**src/rtl/arm_multi_pkg.sv**
```systemverilog
// rtl/arm_multi_pkg.sv - shared state codes and datapath mux-select constants
//
// Purpose: state encoding for the multicycle main FSM and the select values
//          it drives into the datapath muxes. The datapath decodes with the
//          same constants.
// Ports:   none (package)
package arm_multi_pkg;

  typedef enum logic [3:0] {
    FETCH    = 4'd0,
    DECODE   = 4'd1,
    MEMADR   = 4'd2,
    MEMRD    = 4'd3,
    MEMWB    = 4'd4,
    MEMWR    = 4'd5,
    EXECUTER = 4'd6,
    EXECUTEI = 4'd7,
    ALUWB    = 4'd8,
    BRANCH   = 4'd9,
    UNKNOWN  = 4'd10
  } state_t;

  // Instruction class, Instr[27:26]
  localparam logic [1:0] OP_DP  = 2'b00;
  localparam logic [1:0] OP_MEM = 2'b01;
  localparam logic [1:0] OP_BR  = 2'b10;

  // ALU A select
  localparam logic [1:0] SRCA_REG = 2'b00;
  localparam logic [1:0] SRCA_PC  = 2'b01;

  // ALU B select
  localparam logic [1:0] SRCB_WD   = 2'b00;
  localparam logic [1:0] SRCB_IMM  = 2'b01;
  localparam logic [1:0] SRCB_FOUR = 2'b10;

  // Result select
  localparam logic [1:0] RES_ALUOUT    = 2'b00;
  localparam logic [1:0] RES_DATA      = 2'b01;
  localparam logic [1:0] RES_ALURESULT = 2'b10;

endpackage

```
**src/rtl/main_fsm_if.sv**
```systemverilog
// rtl/main_fsm_if.sv - control bundle between the main FSM and the datapath
//
// Purpose: groups the instruction fields fed to the FSM and the control
//          strobes/selects it returns.
// Signals: Op, Funct (datapath -> FSM); IRWrite, AdrSrc, ALUSrcA, ALUSrcB,
//          ResultSrc, NextPC, RegW, MemW, Branch, ALUOp, State (FSM -> datapath)
// Modports: master = FSM side, slave = datapath side.
interface main_fsm_if;
  logic [1:0] Op;
  logic [5:0] Funct;
  logic       IRWrite;
  logic       AdrSrc;
  logic [1:0] ALUSrcA;
  logic [1:0] ALUSrcB;
  logic [1:0] ResultSrc;
  logic       NextPC;
  logic       RegW;
  logic       MemW;
  logic       Branch;
  logic       ALUOp;
  logic [3:0] State;

  modport master (
    input  Op, Funct,
    output IRWrite, AdrSrc, ALUSrcA, ALUSrcB, ResultSrc,
           NextPC, RegW, MemW, Branch, ALUOp, State
  );

  modport slave (
    output Op, Funct,
    input  IRWrite, AdrSrc, ALUSrcA, ALUSrcB, ResultSrc,
           NextPC, RegW, MemW, Branch, ALUOp, State
  );
endinterface

```
**src/rtl/flopr.sv**
```systemverilog
// rtl/flopr.sv - resettable D register
//
// Purpose: WIDTH-bit register, synchronous active-high reset to zero.
// Ports:   clk, reset, d (next value), q (registered value)
module flopr #(
  parameter int WIDTH = 8
) (
  input  logic             clk,
  input  logic             reset,
  input  logic [WIDTH-1:0] d,
  output logic [WIDTH-1:0] q
);

  always_ff @(posedge clk) begin
    if (reset) q <= '0;
    else       q <= d;
  end

endmodule

```
**src/rtl/main_fsm.sv**
```systemverilog
// rtl/main_fsm.sv - multicycle processor main control FSM
//
// Purpose: Moore FSM sequencing fetch/decode/execute for the multicycle core.
//          All control outputs are a function of the current state only.
// Ports:   clk   - clock
//          reset - synchronous active-high reset, forces FETCH
//          bus   - main_fsm_if.master: Op/Funct in, control strobes,
//                  mux selects and State out
module main_fsm
  import arm_multi_pkg::*;
(
  input  logic          clk,
  input  logic          reset,
  main_fsm_if.master    bus
);

  logic [3:0] state_q;
  state_t     next_state;

  // FETCH is code 0, so the register's zero reset lands in FETCH.
  flopr #(.WIDTH(4)) u_state (
    .clk   (clk),
    .reset (reset),
    .d     (next_state),
    .q     (state_q)
  );

  // Op/Funct are only looked at in DECODE and MEMADR.
  always_comb begin
    next_state = FETCH;
    case (state_q)
      FETCH:  next_state = DECODE;
      DECODE: begin
        case (bus.Op)
          OP_MEM:  next_state = MEMADR;
          OP_DP:   next_state = bus.Funct[5] ? EXECUTEI : EXECUTER;
          OP_BR:   next_state = BRANCH;
          default: next_state = UNKNOWN;
        endcase
      end
      MEMADR:   next_state = bus.Funct[0] ? MEMRD : MEMWR;
      MEMRD:    next_state = MEMWB;
      EXECUTER: next_state = ALUWB;
      EXECUTEI: next_state = ALUWB;
      // MEMWB, MEMWR, ALUWB, BRANCH, UNKNOWN and codes 11-15 all retire.
      default:  next_state = FETCH;
    endcase
  end

  always_comb begin
    bus.IRWrite   = 1'b0;
    bus.AdrSrc    = 1'b0;
    bus.ALUSrcA   = SRCA_REG;
    bus.ALUSrcB   = SRCB_WD;
    bus.ResultSrc = RES_ALUOUT;
    bus.NextPC    = 1'b0;
    bus.RegW      = 1'b0;
    bus.MemW      = 1'b0;
    bus.Branch    = 1'b0;
    bus.ALUOp     = 1'b0;
    case (state_q)
      FETCH: begin
        bus.IRWrite   = 1'b1;
        bus.ALUSrcA   = SRCA_PC;
        bus.ALUSrcB   = SRCB_FOUR;
        bus.ResultSrc = RES_ALURESULT;
        bus.NextPC    = 1'b1;
      end
      DECODE: begin
        // PC+4 again here, so R15 reads as PC+8.
        bus.ALUSrcA   = SRCA_PC;
        bus.ALUSrcB   = SRCB_FOUR;
        bus.ResultSrc = RES_ALURESULT;
      end
      MEMADR: begin
        bus.ALUSrcB = SRCB_IMM;
      end
      MEMRD: begin
        bus.AdrSrc = 1'b1;
      end
      MEMWB: begin
        bus.ResultSrc = RES_DATA;
        bus.RegW      = 1'b1;
      end
      MEMWR: begin
        bus.AdrSrc = 1'b1;
        bus.MemW   = 1'b1;
      end
      EXECUTER: begin
        bus.ALUOp = 1'b1;
      end
      EXECUTEI: begin
        bus.ALUSrcB = SRCB_IMM;
        bus.ALUOp   = 1'b1;
      end
      ALUWB: begin
        bus.RegW = 1'b1;
      end
      BRANCH: begin
        bus.ALUSrcB   = SRCB_IMM;
        bus.ResultSrc = RES_ALURESULT;
        bus.Branch    = 1'b1;
      end
      // UNKNOWN and codes 11-15 keep every output at zero.
      default: ;
    endcase
  end

  assign bus.State = state_q;

endmodule

```
**src/flat_wrapper.sv**
```systemverilog
// flat-port wrapper written by rule: the top's interface ports become plain ports
module main_fsm_flat import arm_multi_pkg::*;
  (clk, reset, bus_Op, bus_Funct, bus_IRWrite, bus_AdrSrc, bus_ALUSrcA, bus_ALUSrcB, bus_ResultSrc, bus_NextPC, bus_RegW, bus_MemW, bus_Branch, bus_ALUOp, bus_State);
  main_fsm_if bus_i ();
  input  logic clk;
  input  logic reset;
  input wire logic [$bits(bus_i.Op)-1:0] bus_Op;
  input wire logic [$bits(bus_i.Funct)-1:0] bus_Funct;
  output wire logic [$bits(bus_i.IRWrite)-1:0] bus_IRWrite;
  output wire logic [$bits(bus_i.AdrSrc)-1:0] bus_AdrSrc;
  output wire logic [$bits(bus_i.ALUSrcA)-1:0] bus_ALUSrcA;
  output wire logic [$bits(bus_i.ALUSrcB)-1:0] bus_ALUSrcB;
  output wire logic [$bits(bus_i.ResultSrc)-1:0] bus_ResultSrc;
  output wire logic [$bits(bus_i.NextPC)-1:0] bus_NextPC;
  output wire logic [$bits(bus_i.RegW)-1:0] bus_RegW;
  output wire logic [$bits(bus_i.MemW)-1:0] bus_MemW;
  output wire logic [$bits(bus_i.Branch)-1:0] bus_Branch;
  output wire logic [$bits(bus_i.ALUOp)-1:0] bus_ALUOp;
  output wire logic [$bits(bus_i.State)-1:0] bus_State;
  assign bus_i.Op = bus_Op;
  assign bus_i.Funct = bus_Funct;
  assign bus_IRWrite = bus_i.IRWrite;
  assign bus_AdrSrc = bus_i.AdrSrc;
  assign bus_ALUSrcA = bus_i.ALUSrcA;
  assign bus_ALUSrcB = bus_i.ALUSrcB;
  assign bus_ResultSrc = bus_i.ResultSrc;
  assign bus_NextPC = bus_i.NextPC;
  assign bus_RegW = bus_i.RegW;
  assign bus_MemW = bus_i.MemW;
  assign bus_Branch = bus_i.Branch;
  assign bus_ALUOp = bus_i.ALUOp;
  assign bus_State = bus_i.State;
  main_fsm u_core (.clk(clk), .reset(reset), .bus(bus_i));
endmodule
```
**config.mk**
```make
export PLATFORM = sky130hd
export DESIGN_NAME = main_fsm_flat
export DESIGN_NICKNAME = d
export VERILOG_FILES = /design/src/rtl/arm_multi_pkg.sv /design/src/rtl/main_fsm_if.sv /design/src/rtl/flopr.sv /design/src/rtl/main_fsm.sv /design/src/flat_wrapper.sv
export SDC_FILE = /design/constraint.sdc
export NUM_CORES = 1
export LEC_CHECK = 0
export ABC_AREA = 1
export BUFFER_PORTS_ARGS = -buffer_cell sky130_fd_sc_hd__buf_2
export CAP_MARGIN = 20
export CORE_AREA = 2 2 39 41
export DETAILED_ROUTE_END_ITERATION = 12
export DIE_AREA = 0 0 41 43
export PLACE_DENSITY = 0.62
export SLEW_MARGIN = 20
export SYNTH_ARGS = -nofsm -noshare
export SYNTH_HDL_FRONTEND = slang
export SYNTH_SLANG_ARGS = --single-unit
```
**constraint.sdc**
```tcl
create_clock -name clk -period 1.4 [get_ports clk]
set_input_delay 0.07 -clock clk [delete_from_list [all_inputs] [get_ports clk]]
set_output_delay 0.07 -clock clk [all_outputs]
set_load 0.01 [all_outputs]
```
==> impl_metrics.prom <==
# TYPE chip_impl_metric gauge
chip_impl_info{name="registers.top_by_ff_count",value="u_core.u_state.q"} 1
chip_impl_metric{name="dp_hpwl",unit="um"} 629.6
chip_impl_info{name="crit_type",value="flip-flop to output pin"} 1
chip_impl_metric{name="synth-seq-cells",unit=""} 4
chip_impl_info{name="layout_top_registers",value="u_core.u_state.q: 4 flops"} 1
chip_impl_metric{name="chipHeight",unit="um"} 43
chip_impl_metric{name="p_leak",unit="nW"} 0.2560
chip_impl_metric{name="pwr_density_cell",unit="mW/mm^2"} 1038
chip_impl_metric{name="clockPowerShare",unit="%"} 31.5
chip_impl_metric{name="h-tree-depth",unit=""} 1
chip_impl_metric{name="seq_power_share",unit="%"} 31.3
chip_impl_metric{name="comb_power_share",unit="%"} 37.1
chip_impl_metric{name="average_footprint_of_a_synthesized_cell",unit="um^2"} 6.024
chip_impl_metric{name="initial_utilization",unit="%"} 23.51
chip_impl_metric{name="holdBufCountCts",unit=""} 0
chip_impl_metric{name="core.rowCount",unit=""} 14
chip_impl_metric{name="global_route_wire_length_before_repair",unit="mm"} 1.200
chip_impl_metric{name="clock_skew",unit="ns"} 0.006791
chip_impl_metric{name="antenna_cells_inserted",unit=""} 0
chip_impl_info{name="hold_path.class",value="primary input to flip-flop"} 1
chip_impl_metric{name="clock-sinks",unit=""} 4
chip_impl_metric{name="drt_first_iter_violations",unit=""} 10
chip_impl_info{name="clock_tree_from_tritoncts",value="built"} 1
chip_impl_metric{name="ctsLongestPathBuffers",unit=""} 2
chip_impl_metric{name="power_report.internal_total",unit="mW"} 0.2898
chip_impl_info{name="ys_top_cells_by_count",value="sky130_fd_sc_hd__nand2_1 (9), sky130_fd_sc_hd__inv_1 (7), sky130_fd_sc_hd__nand3_1 (7), sky130_fd_sc_hd__nor2_1 (7), sky130_fd_sc_hd__a21oi_1 (5)"} 1
chip_impl_metric{name="async_set_reset_flop_share_out_of_synthesis",unit="%"} 0
chip_impl_metric{name="worstPathRequired",unit="ns"} 1.33
chip_impl_metric{name="wire_per_inst",unit="um"} 8.800
chip_impl_metric{name="grt_usage",unit="%"} 10.75
chip_impl_info{name="cp_launch_type",value="flip-flop"} 1
chip_impl_metric{name="fin_crit",unit="ns"} 1.247
chip_impl_metric{name="post_cts_resize_count",unit=""} 0
chip_impl_metric{name="ff2ff_setup_slack",unit="ns"} 0.51
chip_impl_metric{name="detailedRoute.firstPassIterationCount",unit=""} 4
chip_impl_metric{name="die_width",unit="um"} 41
chip_impl_info{name="post-synth-top-area-cell",value="sky130_fd_sc_hd__dfxtp_1"} 1
chip_impl_info{name="synth.top_cells.by_area",value="sky130_fd_sc_hd__dfxtp_1 (25%), sky130_fd_sc_hd__nand3_1 (11%), sky130_fd_sc_hd__nand2_1 (10%)"} 1
chip_impl_info{name="critPathLaunch",value="u_core.u_state.q[2]"} 1
chip_impl_info{name="status",value="finished clean"} 1
chip_impl_metric{name="grt_antenna_before_repair",unit=""} 0
chip_impl_info{name="synthMostInstantiatedCell",value="sky130_fd_sc_hd__nand2_1"} 1
chip_impl_info{name="rsz0062_at_grt",value="no"} 1
chip_impl_metric{name="arrival",unit="ns"} 1.18
chip_impl_metric{name="syn_nets",unit=""} 64
chip_impl_metric{name="maxCapViolations",unit=""} 0
chip_impl_info{name="reg2reg_from",value="u_core.u_state.q[3]"} 1
chip_impl_metric{name="grt_start_max_net_pins",unit=""} 10
chip_impl_info{name="regToRegEndpoint",value="u_core.u_state.q[2]"} 1
chip_impl_metric{name="finalWirelength",unit="um"} 792
chip_impl_metric{name="synth_edf_count",unit=""} 0
chip_impl_metric{name="die_ar",unit="mm^2"} 0.001763
chip_impl_metric{name="max_frequency",unit="MHz"} 801.8
chip_impl_metric{name="post_cts_buffers",unit=""} 0
chip_impl_metric{name="via_count",unit=""} 391
chip_impl_metric{name="warnings_synthesis",unit=""} 0
chip_impl_metric{name="setup_total_negative_slack",unit="ns"} 0
chip_impl_metric{name="final-hold-violation-count",unit=""} 0
chip_impl_metric{name="cts_made_buffers",unit=""} 3
chip_impl_metric{name="fp.coreArea",unit="mm^2"} 0.001384
chip_impl_info{name="crit_path_end",value="bus_RegW"} 1
chip_impl_metric{name="number_of_flip_flops_in_the_largest_register",unit=""} 4
chip_impl_metric{name="io-pin-count",unit=""} 27
chip_impl_metric{name="viasPerCell",unit=""} 4.344
chip_impl_metric{name="antenna_left",unit=""} 0
chip_impl_metric{name="switching_power",unit="mW"} 0.1723
chip_impl_metric{name="clk_transition_reported_paths",unit="ns"} 0.04
chip_impl_metric{name="timing.final.setup_violations",unit=""} 0
chip_impl_metric{name="final_max_slew_viols",unit=""} 0
chip_impl_metric{name="routabilityCongestion",unit=""} 0.6924
chip_impl_metric{name="drive_gt1_share",unit="%"} 45.95
chip_impl_metric{name="worstPathMaxFanout",unit=""} 4
chip_impl_metric{name="clock_insertion_delay_worst_skew",unit="ns"} 0.24
chip_impl_metric{name="timing.reg2reg.worst_path_depth",unit=""} 3
chip_impl_metric{name="final_nets",unit=""} 86
chip_impl_info{name="critical_path.endpoint_type",value="output pin"} 1
chip_impl_info{name="cts.root.buffer_cell",value="sky130_fd_sc_hd__clkbuf_4"} 1
chip_impl_metric{name="swShare",unit="%"} 37.29
chip_impl_metric{name="preCtsSetupSlack",unit="ns"} 0.3155
chip_impl_metric{name="post-synth-top-area-fraction",unit="%"} 24.62
chip_impl_metric{name="synth.yosys.seq_area_share",unit="%"} 24.62
chip_impl_metric{name="min_period_over_period",unit="%"} 89.09
chip_impl_info{name="ys_dominant_reg_cell",value="sky130_fd_sc_hd__dfxtp_1"} 1
chip_impl_metric{name="place.port_buffers",unit=""} 21
chip_impl_metric{name="fillCellCount",unit=""} 161
chip_impl_metric{name="synth_cells",unit=""} 54
chip_impl_metric{name="synth_cell_types",unit=""} 15
chip_impl_metric{name="worst_slack",unit="ns"} 0.1528
chip_impl_metric{name="syn_area",unit="um^2"} 325.3
chip_impl_metric{name="route.detailed.drc",unit=""} 0
chip_impl_metric{name="worst_ir_drop_vdd",unit="uV"} 322.6
chip_impl_metric{name="overflow",unit=""} 0
chip_impl_metric{name="first_global_vias",unit=""} 297
chip_impl_metric{name="area_growth_synth_to_finish",unit="%"} 36.92
[power by group through the flow]
stage	logic, mW	registers (mW)	clock network, mW
floorplan	0.126	0.142	0
global placement	0.171	0.145	0
detailed placement	0.172	0.145	0
CTS	0.173	0.143	0.150
global route	0.197	0.147	0.158
finish	0.172	0.145	0.146
[worst max-delay path: stages, from the launching register on]
cell	delay (ns)
sky130_fd_sc_hd__dfxtp_1	0.39
sky130_fd_sc_hd__inv_2	0.08
sky130_fd_sc_hd__nor2_2	0.12
sky130_fd_sc_hd__inv_1	0.10
sky130_fd_sc_hd__a21oi_1	0.12
sky130_fd_sc_hd__buf_2	0.14
[cell usage in the layout, fill, tap and decap left out]
cell	netlist	routed
sky130_fd_sc_hd__inv_2	2	3
sky130_fd_sc_hd__nand2_1	9	9
sky130_fd_sc_hd__clkbuf_4	0	3
sky130_fd_sc_hd__nand2_2	1	1
sky130_fd_sc_hd__dfxtp_1	4	2
sky130_fd_sc_hd__nor2_4	2	2
sky130_fd_sc_hd__nor2_1	7	7
sky130_fd_sc_hd__nand4_1	1	1
sky130_fd_sc_hd__buf_2	0	21
sky130_fd_sc_hd__a21oi_1	5	5
sky130_fd_sc_hd__inv_1	7	6
sky130_fd_sc_hd__conb_1	1	1
sky130_fd_sc_hd__nor2_2	2	2
sky130_fd_sc_hd__o21ai_0	1	1
sky130_fd_sc_hd__nand3_1	7	7
sky130_fd_sc_hd__o21ai_1	1	1
sky130_fd_sc_hd__dfxtp_2	0	2
[routing by layer]
layer  GRT usage [%]  up-vias  part of all wire, %
li1                -      210                    -
met1           10.97      159                   41
met2           15.31       19                   47
met3           3.141        3                  8.5
met4           12.00        0                  2.7
met5               0        -                    0
[area by class of cell]
type / count / area [um^2] / area share [%]
multi-input combinational: 37 / 181.4 / 40.73
tap: 16 / 20.02 / 4.494
sequential: 4 / 82.58 / 18.54
clock buffer: 3 / 22.52 / 5.056
inverter: 9 / 33.78 / 7.584
timing repair buffer: 21 / 105.1 / 23.60
[cells by family after synthesis]
group                  count (synthesis)  synth area share, %
other                                  1                1.153
AND/OR/NAND/NOR                       29                43.85
AO/OA/AOI/OAI                          7                10.77
buffers and inverters                 13                19.62
flip-flops                             4                24.62
[worst min path at each step]
stage	endpoint	cells past startpoint	start	slack (ns)
after floorplan	u_core.u_state.q[0]	1	reset	0.14
after global placement	u_core.u_state.q[1]	2	reset	0.28
after detailed placement	u_core.u_state.q[3]	2	reset	0.28
after CTS	u_core.u_state.q[1]	2	reset	0.03
after global routing	u_core.u_state.q[1]	2	reset	0.02
final	u_core.u_state.q[1]	2	reset	0.02
[stage by stage]
stage / instances / hold slack (ns) / power, mW / area (um^2) / util [%]
3_5_place_dp: 87 / 0.2820 / 0.3173 / 420.4 / 30.38
2_1_floorplan: 54 / 0.1391 / 0.2684 / 325.3 / -
4_1_cts: 90 / 0.02962 / 0.4656 / 442.9 / 32.01
3_3_place_gp: 87 / 0.2770 / 0.3157 / 420.4 / 30.38
6_report: 90 / 0.02373 / 0.4621 / 445.4 / 32.19
5_1_grt: 90 / 0.02140 / 0.5020 / 445.4 / 32.19
No activity file was read; power rests on OpenSTA's default activity.
